$ cat src/rtl/pipeline_ctrl.sv
// pipeline_ctrl: stall/flush initiator for the 5-stage MiniMIPS32 pipeline.
// Raises the stall bus and flush line that the PC and the inter-stage
// registers consume. Outstanding data accesses are tracked by a small wait
// FSM with a timeout, and the redirect PC for exceptions and ERET is chosen
// here as well. The stall, flush, flush_pc and bus_err outputs are
// combinational from the inputs and the state. The state, the wait counter
// and the stall-cycle counter are registers.
module pipeline_ctrl #(
  parameter int          DWAIT_TIMEOUT = 255,
  parameter int          CNT_W         = 8,
  parameter logic [31:0] EXC_VECTOR    = 32'hBFC00380
) (
  input  logic        cpu_clk_50M,
  input  logic        cpu_rst_n,       // active-high asynchronous reset
  input  logic        stallreq_if,
  input  logic        stallreq_id,
  input  logic        stallreq_exe,
  input  logic        dmem_req,
  input  logic        dmem_ack,
  input  logic        exc_req,
  input  logic        exc_eret,
  input  logic [31:0] cp0_epc,
  output logic [5:0]  stall,
  output logic        flush,
  output logic [31:0] flush_pc,
  output logic        bus_err,
  output logic [31:0] perf_stall_cnt
);

  // Each stall pattern freezes the requesting stage and everything behind it.
  // The pattern also inserts a bubble into the stage ahead of the requester.
  localparam logic [5:0] STALL_NONE  = 6'b000000;
  localparam logic [5:0] STALL_PC    = 6'b000001;
  localparam logic [5:0] STALL_IF    = 6'b000011;
  localparam logic [5:0] STALL_ID    = 6'b000111;
  localparam logic [5:0] STALL_EXE   = 6'b001111;
  localparam logic [5:0] STALL_MEM   = 6'b011111;

  localparam logic [CNT_W-1:0] CNT_TIMEOUT = CNT_W'(DWAIT_TIMEOUT);
  localparam logic [CNT_W-1:0] CNT_ONE     = CNT_W'(1);

  typedef enum logic [1:0] {
    RUN   = 2'd0,
    DWAIT = 2'd1,
    DRAIN = 2'd2
  } state_t;

  state_t           state_reg;
  state_t           state_next;
  logic [CNT_W-1:0] wait_cnt_reg;
  logic [CNT_W-1:0] wait_cnt_next;
  logic [31:0]      perf_cnt_reg;

  logic [5:0]       lower_stall;
  logic [31:0]      exc_target;
  logic [5:0]       stall_next;
  logic             flush_next;
  logic [31:0]      flush_pc_next;
  logic             bus_err_next;

  // Pick the highest-priority stall request among EXE, ID and IF.
  // The patterns are selected one at a time and are never combined.
  always_comb begin
    lower_stall = STALL_NONE;
    if (stallreq_exe) begin
      lower_stall = STALL_EXE;
    end else if (stallreq_id) begin
      lower_stall = STALL_ID;
    end else if (stallreq_if) begin
      lower_stall = STALL_IF;
    end
  end

  // ERET returns to EPC. Every other exception goes to the fixed vector.
  always_comb begin
    exc_target = exc_eret ? cp0_epc : EXC_VECTOR;
  end

  // Decide the outputs and the next FSM state for the current cycle.
  always_comb begin
    stall_next    = STALL_NONE;
    flush_next    = 1'b0;
    flush_pc_next = EXC_VECTOR;
    bus_err_next  = 1'b0;
    state_next    = state_reg;
    wait_cnt_next = wait_cnt_reg;

    unique case (state_reg)
      RUN: begin
        if (exc_req) begin
          // A flush overrides every stall request.
          // A data access issued in the same cycle is dropped with its instruction.
          flush_next    = 1'b1;
          flush_pc_next = exc_target;
        end else if (dmem_req && !dmem_ack) begin
          stall_next    = STALL_MEM;
          state_next    = DWAIT;
          wait_cnt_next = CNT_ONE;
        end else begin
          // The access either completed with no wait state or none was issued.
          stall_next = lower_stall;
        end
      end

      DWAIT: begin
        if (dmem_ack) begin
          // The access completes, so the MEM stall is released in this same cycle.
          state_next    = RUN;
          wait_cnt_next = '0;
          if (exc_req) begin
            flush_next    = 1'b1;
            flush_pc_next = exc_target;
          end else begin
            stall_next = lower_stall;
          end
        end else if (wait_cnt_reg == CNT_TIMEOUT) begin
          // The memory is not responding, so a bus error is raised.
          // The pipeline is flushed and the late ack is absorbed in DRAIN.
          flush_next    = 1'b1;
          bus_err_next  = 1'b1;
          flush_pc_next = EXC_VECTOR;
          state_next    = DRAIN;
          wait_cnt_next = '0;
        end else begin
          // An exception from MEM is ignored while its access is still outstanding.
          stall_next    = STALL_MEM;
          wait_cnt_next = wait_cnt_reg + CNT_ONE;
        end
      end

      DRAIN: begin
        // The pipeline is empty, so only the PC has to be held until the orphaned ack arrives.
        if (dmem_ack) begin
          state_next = RUN;
        end else begin
          stall_next = STALL_PC;
        end
      end

      default: begin
        state_next    = RUN;
        wait_cnt_next = '0;
      end
    endcase
  end

  // The outputs are forced to their idle values while reset is held.
  always_comb begin
    if (cpu_rst_n) begin
      stall    = STALL_NONE;
      flush    = 1'b0;
      flush_pc = EXC_VECTOR;
      bus_err  = 1'b0;
    end else begin
      stall    = stall_next;
      flush    = flush_next;
      flush_pc = flush_pc_next;
      bus_err  = bus_err_next;
    end
  end

  // Register the FSM state and the wait counter. Reset returns to RUN immediately.
  always_ff @(posedge cpu_clk_50M or posedge cpu_rst_n) begin
    if (cpu_rst_n) begin
      state_reg    <= RUN;
      wait_cnt_reg <= '0;
    end else begin
      state_reg    <= state_next;
      wait_cnt_reg <= wait_cnt_next;
    end
  end

  // Count every cycle in which the PC is held. The counter wraps naturally at 2^32.
  always_ff @(posedge cpu_clk_50M or posedge cpu_rst_n) begin
    if (cpu_rst_n) begin
      perf_cnt_reg <= '0;
    end else if (stall[0]) begin
      perf_cnt_reg <= perf_cnt_reg + 32'd1;
    end
  end

  assign perf_stall_cnt = perf_cnt_reg;

endmodule

$ cat config.mk
export PLATFORM = sky130hd
export DESIGN_NAME = pipeline_ctrl
export DESIGN_NICKNAME = d
export VERILOG_FILES = /design/src/rtl/pipeline_ctrl.sv
export SDC_FILE = /design/constraint.sdc
export NUM_CORES = 1
export LEC_CHECK = 0
export ABC_AREA = 1
export BUFFER_PORTS_ARGS = -buffer_cell sky130_fd_sc_hd__buf_2
export CAP_MARGIN = 20
export CORE_MARGIN = 3
export CORE_UTILIZATION = 50
export CTS_BUF_LIST = sky130_fd_sc_hd__clkbuf_8
export CTS_CLUSTER_DIAMETER = 40
export DETAILED_ROUTE_END_ITERATION = 12
export PLACE_DENSITY_LB_ADDON = 0.15
export SLEW_MARGIN = 0
export SYNTH_ARGS = -nofsm -noshare
export SYNTH_HDL_FRONTEND = slang
export SYNTH_SLANG_ARGS = --single-unit
export TNS_END_PERCENT = 1
$ cat constraint.sdc
create_clock -name cpu_clk_50M -period 4.2 [get_ports cpu_clk_50M]
set_clock_uncertainty 0.1 [all_clocks]
set_input_delay 0.84 -clock cpu_clk_50M [delete_from_list [all_inputs] [get_ports cpu_clk_50M]]
set_output_delay 0.84 -clock cpu_clk_50M [all_outputs]
set_load 0.01 [all_outputs]
## Word level (Yosys, flattened, before mapping)

Cells that the tools add are included.

- Input bits: 41
- Output and inout port bits: 72
- Word-level logic and storage cells: 53
- Flip-flop bits (word level): 42

- Muxes and demuxes: 35
- Add/sub/neg operators: 2
- Bitwise logic cells: 1
- Reduce and logical (&&, ||, !) cells: 5
- Equality and inequality tests: 7

Operators by type and width:

| cell | number |
|---|---|
| 32-bit 2-to-1 mux | 4 |
| 32-bit case mux with 2 select lines | 1 |
| 32-bit by 1-bit adder with 32-bit output (second input constant) | 1 |
| 8-bit 2-to-1 mux | 4 |
| 6-bit 2-to-1 mux | 5 |
| 8-bit case mux with 3 select lines | 1 |
| 6-bit case mux with 3 select lines | 1 |
| 2-bit 2-to-1 mux | 6 |
| 8-bit by 1-bit adder with 8-bit output (second input constant) | 1 |
| 8-bit == test (second input constant) | 1 |
| 1-bit 2-to-1 mux | 8 |
| 2-bit inequality test (second input constant) | 3 |
| 2-bit case mux with 3 select lines | 1 |
| 5-bit 2-to-1 mux | 1 |
| 4-bit 2-to-1 mux | 1 |
| 4-bit AND reduction | 1 |
| 3-bit 2-to-1 mux | 1 |
| 3-bit inequality test (second input constant) | 1 |
| 3-bit AND reduction | 1 |
| 2-bit by 1-bit == test with 1-bit output (second input constant) | 1 |
| 2-bit == test (second input constant) | 1 |
| 2-bit zero test | 1 |
| 1-bit case mux with 2 select lines | 1 |
| 1-bit logical AND | 1 |
| other kinds (2) | 2 |

## Logic depth before layout (Yosys ltp)

- Depth in word-level cells: 7
- Depth in mapped cells: 10
- Mapped depth without buffers: 10

## Worst setup path after synthesis

OpenSTA, ideal clock, no wires.

- Path type: input -> output
- Start point: input port cpu_rst_n
- End point: output port flush_pc[22]
- Cell stages on the path: 5
- Setup slack: 1.557 ns
- Required time: 3.260 ns
- Data arrival time: 1.703 ns
- Buffers on the path: 2
- Path through: buf_2 nor3_2 nand2_1 clkbuf_1 or2_2

- Longest elaborated chain between the ends: 1

Ends and longest elaborated chain:

| what | RTL line | RTL |
|---|---|---|
| from (decl) | 14 | `input logic cpu_rst_n,` |
| 32-bit 2-to-1 mux | 149 | `if (cpu_rst_n) begin` |
| to (decl) | 25 | `output logic [31:0] flush_pc,` |

Every way passes these cells.

## Worst setup path after layout

- Start point: input port cpu_rst_n
- End point: output port flush_pc[9]

The elaborated chain is that of the path after synthesis.

==> flow_summary.yaml <==
status:
  status: "finished, final reports clean"
yosys:
  yosys.area_share.adder_pct: 0.7785
  synth_compound_area_share_pct: 4.593
  syn_area_um2: 3214
  yosys.area_share.simple_pct: 47.92
  yosys.cell_types.count: 35
  synth_warnings: 0
  synth_top_family_by_area: "simple AND/OR/NAND/NOR gates"
  synth-main-ff-cell: "dfrtp_1"
  synth_seq_cells: 42
  synthXorXnorAreaFrac_pct: 2.725
  syn-num-nets: 553
  async_reset_ff_share_pct: 100.0
  synthMuxAreaShare_pct: 0
  yosysSeqAreaShare_pct: 32.70
  synth.avg_cell_area_um2: 6.303
  synth-edff-count: 0
  syn_inst: 510
critical_path:
  slowest_stage: "nand2_1"
  max_stage_delay_ns: 0.51
  endpoint_kind: "output pin"
  startpoint_type: "input pin"
  worstSetupPathType: "in2out"
  critPathLaunch: "cpu_rst_n"
  cp.required_ns: 3.26
  r2r_start: "wait_cnt_reg[0]"
  r2r-end: "perf_stall_cnt[6]"
  rr_worst_depth: 10
  cp.arrival_ns: 2.34
  cp_common_cell: "buf_2"
  path_cells: "buf_2, nor3_2, nand2_1, or2_2, buf_2"
  path_max_fanout: 32
  regToRegSetupSlack_ns: 1.96
placed_design:
  dp.cells: 684
  dp_hpwl_um: 6526
  dpl-instance-area_um2: 3782
  gp_congestion: 0.8965
  port_buffers: 111
timing:
  hold_slack_ns: 0.4132
  final-setup-viol-count: 0
  period_needed_ns: 3.284
  finalSetupTns_ns: 0
  finalCritPeriodShare_pct: 78.19
  maxSlewViolCount: 0
  hold_viol: 0
  tightest_slew_ns: 0.8571
  max_freq_mhz: 304.5
  slew_headroom_pct: 42.72
  rsz0062_at_grt: "no"
drt:
  wirelength_um: 8521
  vias: 3378
  drc: 0
  wl_per_cell_um: 12.31
  ant_nets: 0
  drt-pass1-iter-count: 4
  drt-initial-drc-count: 184
  via_per_inst: 4.882
cells_and_area:
  final_area_um2: 3920
  fillers: 572
  area_delta_synth_final_pct: 21.95
  stdcell_count: 692
  layout.nets: 659
  multi_input_area_um2: 1804
  regArea_um2: 1051
  drive_gt1_share_pct: 25.61
  n_antenna_cell: 0
  largest_reg_flops: 32
cts:
  ctsResizeCount: 0
  cts_made_buffers: 5
  postCtsSetupBuffers: 0
  clk_pin_slew_ns: 0.09
  cts_buffer_depth: 2
  cts_hold_buffers: 0
  cts_root_buf: "clkbuf_8"
  htree_levels: 2
  numClockSinks: 42
  cts_tree: "built"
  clk_latency_ns: 0.30
pwr:
  ir_drop_mv: 0.1794
  power_density_nw_per_um2: 271.8
  p_leak_uw: 0.002156
worst_hold_path:
  hold_path_depth: 2
  hold_class: "reg2reg"
  whs_endpoint: "perf_stall_cnt[31]"
  min-delay-start: "perf_stall_cnt[31]"
global_routing:
  grt_pass1_vias: 3002
  grt_max_degree: 72
  grt_overflow: 0
  track_usage_pct: 22.90
  grt_pass1_wl_um: 13920
  grtUsageMet2_pct: 38.75
  met1_usage_pct: 30.78
  grt_use_met3_pct: 3.897
  top_usage_layer: "met2"
  antenna_found_initial: 0
die:
  core-area_um2: 6061
  die_width_um: 86.18
  die_y_um: 86.18
  initial_core_util_pct: 53.03
  die_area_um2: 7427
  rows: 28
  ios: 113
job:
  maxCapViolCount: 0
[worst max-delay path: cells and delay by family]
kind	cells	cell delay, ns
AND/OR/NAND/NOR	3	1.19
buffers and inverters	2	0.31
[report_power, final]
| part | internal (uW) | leakage, uW | switching, uW |
|---|---|---|---|
| Combinational | 81.8 | 0.00151 | 130 |
| Sequential | 430 | 0.000578 | 36.3 |
| Clock | 238 | 0.0000683 | 149 |
[placed cells by master (no fill, tap or decap)]
cell	n
nand2_1	171
o21ai_1	1
nor3b_1	1
nor2_4	5
ha_1	2
o21ai_0	12
nor2_1	78
nand3_1	51
nand4_1	5
nor2_2	2
dfrtp_1	42
clkbuf_8	5
nand2_4	2
clkinv_4	1
a21oi_4	1
a211o_1	1
bufinv_16	2
inv_2	4
buf_2	111
nand3b_2	1
xnor2_1	5
nand3_4	1
a22o_1	1
nand2_2	3
nand3_2	3
inv_1	66
nor3_2	1
nor3_1	6
buf_4	2
nand3b_1	2
conb_1	1
a21oi_1	8
xor2_1	5
or2_2	14
o2111ai_1	1
[final cells by class]
type	count	area share [%]
multi-input cells	384	46.03
flip-flops and latches	42	26.81
repair buffers	113	14.55
inverters	70	6.703
well taps	75	2.394
clock buffers	5	1.756
clock inverters	3	1.756
[worst max path at each step]
stage                        end  cells past startpoint
floorplan           flush_pc[22]                      5
global route         flush_pc[9]                      5
detailed placement  flush_pc[26]                      5
finish               flush_pc[9]                      5
global placement    flush_pc[31]                      5
CTS                 flush_pc[26]                      5
[kinds of logic (layout without fill, tap and decap cells)]
logic type,after synthesis,in the layout
simple gates,346,346
compound gates,25,25
other cells,1,1
fa+ha+maj,2,2
xor+xnor,10,10
flops,42,42
buf+inv,84,191
[cells in the mapped netlist, types with 2 or more instances]
master,n,area (um^2)
a21oi_1,8,40.04
buf_2,5,25.02
buf_4,4,30.03
buf_6,3,33.78
dfrtp_1,42,1051
ha_1,2,25.02
inv_1,67,251.5
inv_2,3,11.26
nand2_1,171,641.9
nand2_2,3,18.77
nand2_4,2,22.52
nand3_1,51,255.2
nand3_2,3,30.03
nand3b_1,2,15.01
nand4_1,5,31.28
nor2_1,78,292.8
nor2_2,2,12.51
nor2_4,5,56.30
nor3_1,6,30.03
o21ai_0,12,60.06
or2_2,14,87.58
xnor2_1,5,43.79
xor2_1,5,43.79
[metrics by stage]
step	total power [uW]	setup slack, ns	util (%)
5_1_grt	1120	0.7444	64.68
3_5_place_dp	687.7	0.9082	62.41
4_1_cts	1077	0.9083	64.68
6_report	1066	0.9161	64.68
3_3_place_gp	677.0	1.017	62.41
2_1_floorplan	612.9	1.557	-
[layer usage]
layer	wire [um]	share of wire, %
met1	3851	45
met3	553	6.5
met4	121	1.4
met2	3994	47
met5	0	0
Power figures use the tool's default switching activity.
